$ cat src/rtl/seg7_capture_decoder.sv
// Glitch-filtering 7-segment capture and decoder with a valid/ready result port.
// Optional macro SEG7_DEC_ERRCNT_EN builds the saturating illegal-pattern counter.
module seg7_capture_decoder #(
  parameter int STABLE_CYCLES = 4,
  parameter int CNT_W         = 8
) (
  input  logic             clk,
  input  logic             rst,
  input  logic [6:0]       segments_in,
  input  logic             none_in,
  input  logic             out_ready,
  output logic             out_valid,
  output logic [2:0]       out_code,
  output logic [7:0]       out_onehot,
  output logic             out_none,
  output logic             err_invalid,
  output logic             overflow,
  output logic [CNT_W-1:0] err_count
);

  // Handshake: a result transfers on any edge where out_valid && out_ready;
  // while out_valid is high, out_code/out_onehot/out_none stay stable.

  localparam logic [CNT_W-1:0] CNT_SAT  = CNT_W'(STABLE_CYCLES);
  localparam logic [CNT_W-1:0] CNT_LAST = CNT_W'(STABLE_CYCLES - 1);

  typedef enum logic {ST_EMPTY, ST_FULL} state_t;

  logic [7:0]       r_s_q;
  logic [7:0]       r_cand;
  logic [CNT_W-1:0] r_cnt;
  logic             r_armed;
  logic [7:0]       r_last;
  logic             r_last_vld;
  logic             r_err;
  logic             r_ovf;

  state_t           r_state;
  state_t           w_state_nxt;
  logic [2:0]       r_out_code;
  logic [7:0]       r_out_onehot;
  logic             r_out_none;
  logic [2:0]       r_pend_code;
  logic [7:0]       r_pend_onehot;
  logic             r_pend_none;
  logic             r_pend_vld;

  logic             w_accept;
  logic             w_legal;
  logic [2:0]       w_code;
  logic             w_none;
  logic [7:0]       w_onehot;
  logic             w_emit;
  logic             w_out_new;
  logic             w_out_pend;
  logic             w_pend_load;
  logic             w_pend_clr;
  logic             w_ovf_set;

  // r_armed keeps the reset value of cand from being treated as a real run.
  assign w_accept = r_armed && (r_cnt == CNT_LAST) &&
                    !(r_last_vld && (r_last == r_cand));

  always_ff @(posedge clk) begin
    if (rst) begin
      r_s_q      <= '0;
      r_cand     <= '0;
      r_cnt      <= '0;
      r_armed    <= 1'b0;
      r_last     <= '0;
      r_last_vld <= 1'b0;
    end else begin
      r_s_q <= {none_in, segments_in};
      if (r_s_q != r_cand) begin
        r_cand  <= r_s_q;
        r_cnt   <= '0;
        r_armed <= 1'b1;
      end else begin
        if (r_cnt != CNT_SAT) r_cnt <= r_cnt + CNT_W'(1);
        if (w_accept) r_armed <= 1'b0;
      end
      if (w_accept) begin
        r_last     <= r_cand;
        r_last_vld <= 1'b1;
      end
    end
  end

  always_comb begin
    w_legal = 1'b1;
    w_code  = 3'd0;
    w_none  = 1'b0;
    case (r_cand)
      8'b0_0111111: w_code = 3'd0;
      8'b0_0000110: w_code = 3'd1;
      8'b0_1011011: w_code = 3'd2;
      8'b0_1001111: w_code = 3'd3;
      8'b0_1100110: w_code = 3'd4;
      8'b0_1101101: w_code = 3'd5;
      8'b0_1111101: w_code = 3'd6;
      8'b0_0000111: w_code = 3'd7;
      8'b1_0000000: w_none = 1'b1;
      default:      w_legal = 1'b0;
    endcase
  end

  assign w_onehot = w_none ? 8'h00 : (8'h01 << w_code);
  assign w_emit   = w_accept && w_legal;

  always_comb begin
    w_state_nxt = r_state;
    w_out_new   = 1'b0;
    w_out_pend  = 1'b0;
    w_pend_load = 1'b0;
    w_pend_clr  = 1'b0;
    w_ovf_set   = 1'b0;
    case (r_state)
      ST_EMPTY: begin
        if (w_emit) begin
          w_out_new   = 1'b1;
          w_state_nxt = ST_FULL;
        end
      end
      ST_FULL: begin
        if (out_ready) begin
          if (r_pend_vld) begin
            w_out_pend  = 1'b1;
            w_pend_load = w_emit;
            w_pend_clr  = !w_emit;
          end else if (w_emit) begin
            w_out_new = 1'b1;
          end else begin
            w_state_nxt = ST_EMPTY;
          end
        end else if (w_emit) begin
          w_pend_load = 1'b1;
          w_ovf_set   = r_pend_vld;
        end
      end
      default: w_state_nxt = ST_EMPTY;
    endcase
  end

  always_ff @(posedge clk) begin
    if (rst) begin
      r_state       <= ST_EMPTY;
      r_out_code    <= '0;
      r_out_onehot  <= '0;
      r_out_none    <= 1'b0;
      r_pend_code   <= '0;
      r_pend_onehot <= '0;
      r_pend_none   <= 1'b0;
      r_pend_vld    <= 1'b0;
      r_ovf         <= 1'b0;
      r_err         <= 1'b0;
    end else begin
      r_state <= w_state_nxt;
      r_err   <= w_accept && !w_legal;
      if (w_ovf_set) r_ovf <= 1'b1;
      if (w_out_new) begin
        r_out_code   <= w_code;
        r_out_onehot <= w_onehot;
        r_out_none   <= w_none;
      end else if (w_out_pend) begin
        r_out_code   <= r_pend_code;
        r_out_onehot <= r_pend_onehot;
        r_out_none   <= r_pend_none;
      end
      if (w_pend_load) begin
        r_pend_code   <= w_code;
        r_pend_onehot <= w_onehot;
        r_pend_none   <= w_none;
        r_pend_vld    <= 1'b1;
      end else if (w_pend_clr) begin
        r_pend_vld <= 1'b0;
      end
    end
  end

`ifdef SEG7_DEC_ERRCNT_EN
  logic [CNT_W-1:0] r_err_cnt;
  always_ff @(posedge clk) begin
    if (rst) r_err_cnt <= '0;
    else if (w_accept && !w_legal && (r_err_cnt != {CNT_W{1'b1}}))
      r_err_cnt <= r_err_cnt + CNT_W'(1);
  end
  assign err_count = r_err_cnt;
`else
  assign err_count = '0;
`endif

  assign out_valid   = (r_state == ST_FULL);
  assign out_code    = r_out_code;
  assign out_onehot  = r_out_onehot;
  assign out_none    = r_out_none;
  assign err_invalid = r_err;
  assign overflow    = r_ovf;

endmodule

$ cat config.mk
export PLATFORM = sky130hd
export DESIGN_NAME = seg7_capture_decoder
export DESIGN_NICKNAME = d
export VERILOG_FILES = /design/src/rtl/seg7_capture_decoder.sv
export SDC_FILE = /design/constraint.sdc
export NUM_CORES = 1
export LEC_CHECK = 0
export ABC_CLOCK_PERIOD_IN_PS = 3100
export BUFFER_PORTS_ARGS = -buffer_cell sky130_fd_sc_hd__buf_2
export CORE_MARGIN = 2
export CORE_UTILIZATION = 45
export CTS_CLUSTER_SIZE = 20
export DETAILED_ROUTE_END_ITERATION = 8
export PLACE_DENSITY = 0.74
export SYNTH_ARGS = -nofsm -noshare
export SYNTH_HDL_FRONTEND = slang
export SYNTH_SLANG_ARGS = --single-unit
$ cat constraint.sdc
create_clock -name clk -period 3.1 [get_ports clk]
set_clock_uncertainty 0.2 [all_clocks]
set_input_delay 0.62 -clock clk [delete_from_list [all_inputs] [get_ports clk]]
set_output_delay 0.62 -clock clk [all_outputs]
set_load 0.02 [all_outputs]
==> results_dict.tcl, run 1 <==
set metrics [dict create \
    worstPathRequired_ps 3130 \
    grt_usage_pct 16.53 \
    crit_buf_inv 0 \
    drive_gt1_share_pct 18.96 \
    synth_area_mm2 0.002942 \
    die_h_um 84.85 \
    syn_avg_cell_area_um2 9.773 \
    vias_per_cell 5.141 \
    cts.sinks 62 \
    hold_class "flip-flop to flip-flop" \
    numCtsBuffers 9 \
    power_leakage_nw 1.320 \
    drtAntennaViolNets 0 \
    synthTopCellsByArea "dfxtp_1 (42%), mux2i_1 (11%), xnor2_1 (5.7%), mux2_2 (4.2%), nor2b_1 (3.8%)" \
    clk_pin_slew_worst_paths_ps 60 \
    crit_fanout 12 \
    ios 34 \
    htree_levels 3 \
    antenna_found_initial 0 \
    synth_cells 301 \
    rows 29 \
    synth_most_common_cell "dfxtp_1" \
    grt_pass1_vias 2056 \
    status "completed" \
    ys_seq_area_share_pct 42.19 \
    finalPower_mw 1.563 \
    cts_resized 0 \
    coreArea_mm2 0.006350 \
    post-cts-setup-buffers 0 \
    cts_hold_buf 0 \
    diodes 0 \
    yosysWarnings 0 \
    crit_path_cell_trace "or4_4 -> nor4_4 -> o31a_4 -> o211a_4 -> mux2_2" \
    die_w_um 84.85 \
    hpwl_um 3749 \
    yosysTopAreaCellShare_pct 42.19 \
    rrSetupSlack_ps 600 \
    synth_edf_count 0 \
    tightest_slew_ps 686.2 \
    worstSkewPairLatency_ps 340 \
    routed_wl_um 5251 \
    nets 335 \
    slew_headroom_pct 54.12 \
    pre_cts_ws_ps 613.0 \
    worst-endpoint-arrival_ps 2530 \
    num_vias 2077 \
    synth_cell_types 47 \
    worst_slack_ps 599.2 \
    p_per_area_mw_per_mm2 483.7 \
    cts_root_buf "clkbuf_8" \
    hold_viol_final 0 \
    rsz0062_at_grt "false" \
    maxCapViolations 0 \
    overflow 0 \
    crit_slowest_cell "or4_4" \
    synthArstFlopShare_pct 0 \
    min_period_over_period_pct 80.67 \
    setup_violations 0 \
    grt_pass1_wl_um 9453 \
    drt_iter0_markers 106 \
    cp-end-kind "flip-flop" \
    place.gp.congestion 0.8068 \
    ctsLongestPathBuffers 2 \
    maxSlewViolCount 0 \
    initial_core_util_pct 46.33 \
    dpl_cell_area_mm2 0.003048 \
    dieArea_mm2 0.007200 \
    route.detailed.drc 0 \
    max_freq_ghz 0.3999 \
    syn_to_final_growth_pct 9.826 \
    fin_area_mm2 0.003231 \
    utilization_pct 50.88 \
    synth_top_area_cell "dfxtp_1" \
    cp_top_family "simple AND/OR/NAND/NOR gates" \
    finalCriticalPeriod_ps 2501 \
    peakVddDrop_mv 0.3327 \
    synth_ff_type "dfxtp_1" \
    routedWlPerCell_um 13.00 \
    finalSetupTns_ps 0 \
    portBuffers 25 \
    cts_tree "done" \
    grt_max_degree 23 \
    slowest_delay_ps 550 \
    ys_ff_latch 62 \
    ys_top_cells_by_count "dfxtp_1 (62), mux2i_1 (33), nor2_1 (26)" \
    firstDrtPassIters 4 \
    start_kind "flip-flop" \
    critical_path_class "flip-flop to flip-flop" \
]
worst min-delay path, stage by stage (launching register included):
cell and delay [ps]:
dfxtp_1 310, nand2_1 50, a21oi_1 50
cell usage in the layout (no fill, tap or decap), types with 3 or more instances in the layout:
cell and count:
nor2_1 26, xnor2_1 19, buf_4 3, xor2_1 5
nand2_1 16, clkbuf_1 3, buf_2 25, nor2b_1 18
nand4_1 6, and3_1 4, nand3_1 14, mux2_2 11
nand2b_1 11, conb_1 8, inv_1 6, a21oi_1 5
dfxtp_1 62, clkbuf_8 9, or2_2 3, mux2i_1 33
o21ai_0 6
routing by layer:
layer | vias up | global-route usage (%) | wire (um)
li1 | 1058 | - | -
met1 | 958 | 19.76 | 2430
met2 | 52 | 27.13 | 2448
met3 | 9 | 4.572 | 240
met4 | 0 | 8.658 | 132
met5 | - | 0 | 0
stage by stage:
stage	hold slack, ps	instances
2_1_floorplan	236.0	308
3_3_place_gp	245.1	388
3_5_place_dp	254.8	388
4_1_cts	264.4	404
5_1_grt	276.9	404
6_report	263.8	404
final timing paths:
check,from,end,cells after the start
max reg2reg,r_cnt[4],out_onehot[7],5
min reg2reg,r_armed,r_armed,2
min,r_armed,r_armed,2
max,r_cnt[4],out_onehot[7],5
sequential cells by signal (all words and copies together) (netlist names), 3 cells and up:
| name | flops |
|---|---|
| r_s_q | 8 |
| r_pend_onehot | 8 |
| out_onehot | 8 |
| r_pend_code | 3 |
| r_last | 8 |
| out_code | 3 |
| r_cand | 8 |
| r_cnt | 8 |
power by group:
group / switching, mW / total, mW / internal (mW) / leakage [nW]
Sequential: 0.0156 / 0.823 / 0.808 / 0.503
Clock: 0.300 / 0.670 / 0.369 / 0.0904
Combinational: 0.0398 / 0.0696 / 0.0298 / 0.727
kinds of logic (layout without fill, tap and decap cells):
kind of cell             after synthesis  in the layout  synth area share [%]
adder cells (fa/ha/maj)                2              2                0.8506
AND/OR/NAND/NOR                      117            117                 22.54
multiplexers                          45             45                 15.82
flip-flops                            62             62                 42.19
buffers and inverters                 32             51                 6.465
XOR/XNOR                              24             24                 7.146
other                                  1              8                0.1275
AO/OA/AOI/OAI                         18             18                 4.849
area by class of cell:
class	count	area, um2
flip-flops and latches	62	1241
clock inverters	4	47.55
fillers	604	3119
clock buffers	12	135.1
inverters	7	26.28
well taps	77	96.34
repair buffers	28	147.6
multi-input cells	214	1536
No activity file was read; power rests on OpenSTA's default activity.
==> run 2: changes to the inputs <==
Settings changed: ABC_CLOCK_PERIOD_IN_PS 3100 to 2600.
Clock period 3.1 ns to 2.6 ns, I/O delays scaled along.
==> run 2 against run 1 <==
- final area increased by 1.7%
- sequential power grew 19%
- power up 18%
- fmax up 8.1%
- critical path type unchanged
- first-iteration DRC count down 9.4%
==> results_dict.tcl, run 2 (synthesis results as in run 1) <==
set metrics [dict create \
    route.detailed.drc 0 \
    dieArea_mm2 0.007200 \
    cts_tree "done" \
    routedWlPerCell_um 13.37 \
    grt_usage_pct 16.53 \
    grt_pass1_wl_um 9349 \
    nets 342 \
    drt_iter0_markers 96 \
    slew_headroom_pct 62.41 \
    final_cell_mix "dfxtp_1 (62), mux2i_1 (33), nor2_1 (26), buf_2 (25), xnor2_1 (19)" \
    maxCapViolations 0 \
    critical_path_class "flip-flop to flip-flop" \
    final_common_cell "dfxtp_1" \
    drive_gt1_share_pct 21.56 \
    place.gp.congestion 0.8179 \
    power_leakage_nw 1.366 \
    holdCritStartpoint "segments_in[1]" \
    max_freq_ghz 0.4323 \
    ctsLongestPathBuffers 2 \
    portBuffers 25 \
    rows 29 \
    crit_fanout 11 \
    finalCriticalPeriod_ps 2313 \
    worst-endpoint-arrival_ps 2380 \
    hpwl_um 3946 \
    cts_hold_buf 0 \
    utilization_pct 51.74 \
    cts_root_buf "clkbuf_8" \
    coreArea_mm2 0.006350 \
    cp-end-kind "flip-flop" \
    status "completed" \
    finalPower_mw 1.843 \
    die_h_um 84.85 \
    antenna_found_initial 0 \
    start_kind "flip-flop" \
    syn_to_final_growth_pct 11.70 \
    routed_wl_um 5497 \
    diodes 0 \
    vias_per_cell 5.063 \
    cts_resized 0 \
    rr_worst_depth 6 \
    min_period_over_period_pct 88.97 \
    firstDrtPassIters 4 \
    grt_max_degree 30 \
    initial_core_util_pct 46.33 \
    hold_depth 2 \
    post-cts-setup-buffers 0 \
    clk_pin_slew_worst_paths_ps 70 \
    overflow 0 \
    num_vias 2081 \
    peakVddDrop_mv 0.3313 \
    finalSetupTns_ps 0 \
    min_to "r_s_q[1]" \
    r2r_end "out_onehot[5]" \
    die_w_um 84.85 \
    drtAntennaViolNets 0 \
    hold_viol_final 0 \
    htree_levels 3 \
    worstSkewPairLatency_ps 340 \
    rrSetupSlack_ps 290 \
    hold_slack_ps 181.4 \
    timing.rr.start "r_cand[3]" \
    ios 34 \
    cts.sinks 62 \
    numCtsBuffers 9 \
    maxSlewViolCount 0 \
    setup_violations 0 \
    grt_pass1_vias 2023 \
    worstPathRequired_ps 2670 \
    tightest_slew_ps 559.0 \
    hold_class "primary input to flip-flop" \
    startpoint "r_cand[3]" \
    nFillCells 587 \
    rsz0062_at_grt "false" \
    p_per_area_mw_per_mm2 560.8 \
]
==> run 2: changes by cell type in the layout (fill, tap and decap cells not counted) <==
| cell | previous run | this run |
|---|---|---|
| buf_4 | 3 | 10 |
| bufinv_16 | 1 | 0 |
| clkbuf_1 | 3 | 0 |
| clkbuf_8 | 9 | 12 |
| clkinv_2 | 2 | 4 |
| clkinvlp_4 | 1 | 0 |
==> run 2: critical path, stage by stage, from the launching register on <==
cell and delay, ps:
dfxtp_1 540, nand2_1 110, or4_1 580, nand2_2 170, o211a_4 240, buf_4 200, mux2i_1 200
==> run 2: layer usage <==
metal	global-route usage [%]	vias up	routed length [um]
li1	-	1064	-
met1	19.83	973	2621
met2	26.84	33	2574
met3	5.545	11	208
met4	7.648	0	93
met5	0	-	0
==> run 2: how the worst max path moves through the flow <==
stage / end / depth (start not counted)
4_1_cts: out_onehot[5] / 6
3_5_place_dp: out_onehot[5] / 6
5_1_grt: out_onehot[0] / 6
2_1_floorplan: out_code[2] / 6
3_3_place_gp: out_onehot[4] / 5
6_report: out_onehot[5] / 6
==> run 2: final cells by class <==
type / instances / area (um2) / share of cell area [%]
clock buffers: 12 / 165.2 / 5.027
flip-flops and latches: 62 / 1241 / 37.78
well taps: 77 / 96.34 / 2.932
inverters: 7 / 26.28 / 0.7997
repair buffers: 35 / 200.2 / 6.093
clock inverters: 4 / 20.02 / 0.6093
multi-input cells: 214 / 1536 / 46.76
==> run 2: power by group <==
part | internal [mW] | leakage (nW) | switching (mW)
sequential | 0.963 | 0.503 | 0.0181
combinational | 0.0388 | 0.761 | 0.0500
clock | 0.417 | 0.102 | 0.356
==> run 2: per-stage QoR <==
stage,std cells,area [um2],worst slack [ps]
5_1_grt,411,3286,128.0
3_3_place_gp,395,3100,337.0
2_1_floorplan,308,2968,331.1
3_5_place_dp,395,3100,293.4
6_report,411,3286,286.9
4_1_cts,411,3286,275.6
==> run 3: changes to the inputs <==
Settings changed: PLACE_DENSITY 0.74 to default.
==> run 3 against run 2 <==
- fmax is 2.9% lower
- routed wire length is 1.7% higher
- critical path type unchanged
- sequential share of layout area hardly changed
- global-route usage is 0.49 points higher
- hold slack better by 15 ps
- register-to-register slack worse by 70 ps
==> results_dict.tcl, run 3 (synthesis results as in run 1) <==
set metrics [dict create \
    grt_util_met2_pct 25.98 \
    crit_fanout 9 \
    numCtsBuffers 9 \
    worstPathRequired_ps 2650 \
    min_period_over_period_pct 91.67 \
    syn_to_final_growth_pct 11.57 \
    p_clk_share_pct 40.9 \
    routedWlPerCell_um 13.64 \
    route.detailed.drc 0 \
    routed_wl_um 5592 \
    cts_root_buf "clkbuf_8" \
    htree_levels 3 \
    cts_resized 0 \
    finalCriticalPeriod_ps 2383 \
    num_vias 2079 \
    ctsLongestPathBuffers 2 \
    vias_per_cell 5.071 \
    dieArea_mm2 0.007200 \
    clk_pin_slew_worst_paths_ps 60 \
    p_comb_share_pct 5.0 \
    drtAntennaViolNets 0 \
    ios 34 \
    power_frac_seq_pct 54.0 \
    r2r_end "out_onehot[6]" \
    diodes 0 \
    hold_class "primary input to flip-flop" \
    cp-endpoint "out_onehot[6]" \
    grt_pass1_wl_um 9508 \
    power.internal_mw 1.415 \
    fin_area_mm2 0.003282 \
    final_common_cell "dfxtp_1" \
    worstSkewPairLatency_ps 330 \
    rows 29 \
    max_freq_ghz 0.4196 \
    final_cell_mix "dfxtp_1 (62), mux2i_1 (33), nor2_1 (26), buf_2 (25), xnor2_1 (19)" \
    drive_gt1_share_pct 21.02 \
    overflow 0 \
    die_w_um 84.85 \
    setup_violations 0 \
    p_per_area_mw_per_mm2 553.0 \
    status "completed" \
    cp-end-kind "flip-flop" \
    tightest_slew_ps 522.3 \
    maxCapViolations 0 \
    nets 343 \
    hold_viol_final 0 \
    firstDrtPassIters 4 \
    antenna_found_initial 0 \
    rrSetupSlack_ps 220 \
    peakVddDrop_mv 0.2975 \
    drt_iter0_markers 69 \
    grtUsageMet1_pct 22.62 \
    critical_path_class "flip-flop to flip-flop" \
    power_leakage_nw 1.359 \
    finalSetupTns_ps 0 \
    switching_share_pct 22.06 \
    initial_core_util_pct 46.33 \
    rr_worst_depth 6 \
    hpwl_um 3999 \
    cts.sinks 62 \
    die_h_um 84.85 \
    startpoint "r_cnt[4]" \
    cts_hold_buf 0 \
    grt_pass1_vias 1969 \
    coreArea_mm2 0.006350 \
    cts_tree "done" \
    start_kind "flip-flop" \
    grtUsageMet3_pct 4.183 \
    portBuffers 25 \
    p_switching_mw 0.4003 \
    grt.busiest_layer "met2" \
    place.gp.congestion 0.8023 \
    dpl_cell_area_mm2 0.003108 \
    slew_headroom_pct 64.88 \
    maxSlewViolCount 0 \
    grt_max_degree 23 \
    worst-endpoint-arrival_ps 2430 \
    timing.rr.start "r_cnt[4]" \
    grt_usage_pct 17.02 \
    post-cts-setup-buffers 0 \
    rsz0062_at_grt "false" \
]
run 3: cell types whose count changed in the layout (fill, tap and decap cells not counted), sizes merged:
cell	previous run	this run
clkbuf	12	13
buf	35	36
clkinv	5	2
run 3: final cells by class:
cell class              count  area [um2]
fillers                   591        3068
well taps                  77       96.34
repair buffers             36       207.7
inverters                   7       26.28
multi-input cells         214        1536
flip-flops and latches     62        1241
clock buffers              13       168.9
clock inverters             1       5.005
run 3: metrics by stage:
step           power [mW]  worst slack, ps  std cells  hold slack (ps)  util, %
6_report            1.815            216.6        410            196.6    51.68
4_1_cts             1.845            197.2        410            182.9    51.68
2_1_floorplan       1.075            331.1        308            236.0        -
3_3_place_gp        1.092            242.2        396            248.2    48.95
5_1_grt             1.895            85.06        410            197.1    51.68
3_5_place_dp        1.093            227.4        396            252.0    48.95
run 3: layer usage:
layer	vias up	share of wire, %	routed length [um]
met5	-	0	0
met1	968	49	2754
met3	12	3.5	195
met4	0	2.6	146
met2	38	45	2495
li1	1061	-	-
run 3: worst min-delay path by stage:
stage / slack, ps / to / start / cells past startpoint
2_1_floorplan: 240 / r_pend_none / r_pend_none / 2
3_3_place_gp: 250 / r_armed / r_armed / 2
3_5_place_dp: 250 / overflow / overflow / 1
4_1_cts: 180 / r_s_q[7] / none_in / 2
5_1_grt: 200 / r_s_q[2] / segments_in[2] / 2
6_report: 200 / r_s_q[5] / segments_in[5] / 2
run 3: power groups by stage:
stage / sequential [mW] / combinational, mW / clock, mW
6_report: 0.981 / 0.0910 / 0.743
5_1_grt: 0.983 / 0.101 / 0.812
4_1_cts: 0.981 / 0.0921 / 0.773
3_5_place_dp: 1.00 / 0.0909 / 0
3_3_place_gp: 1.00 / 0.0905 / 0
2_1_floorplan: 0.990 / 0.0846 / 0
run 3: worst max-delay path, stage by stage (launching register included):
cell	delay, ps
dfxtp_1	340
or4_4	560
nor4_4	320
o31a_4	250
o211a_4	180
buf_4	210
mux2i_1	230
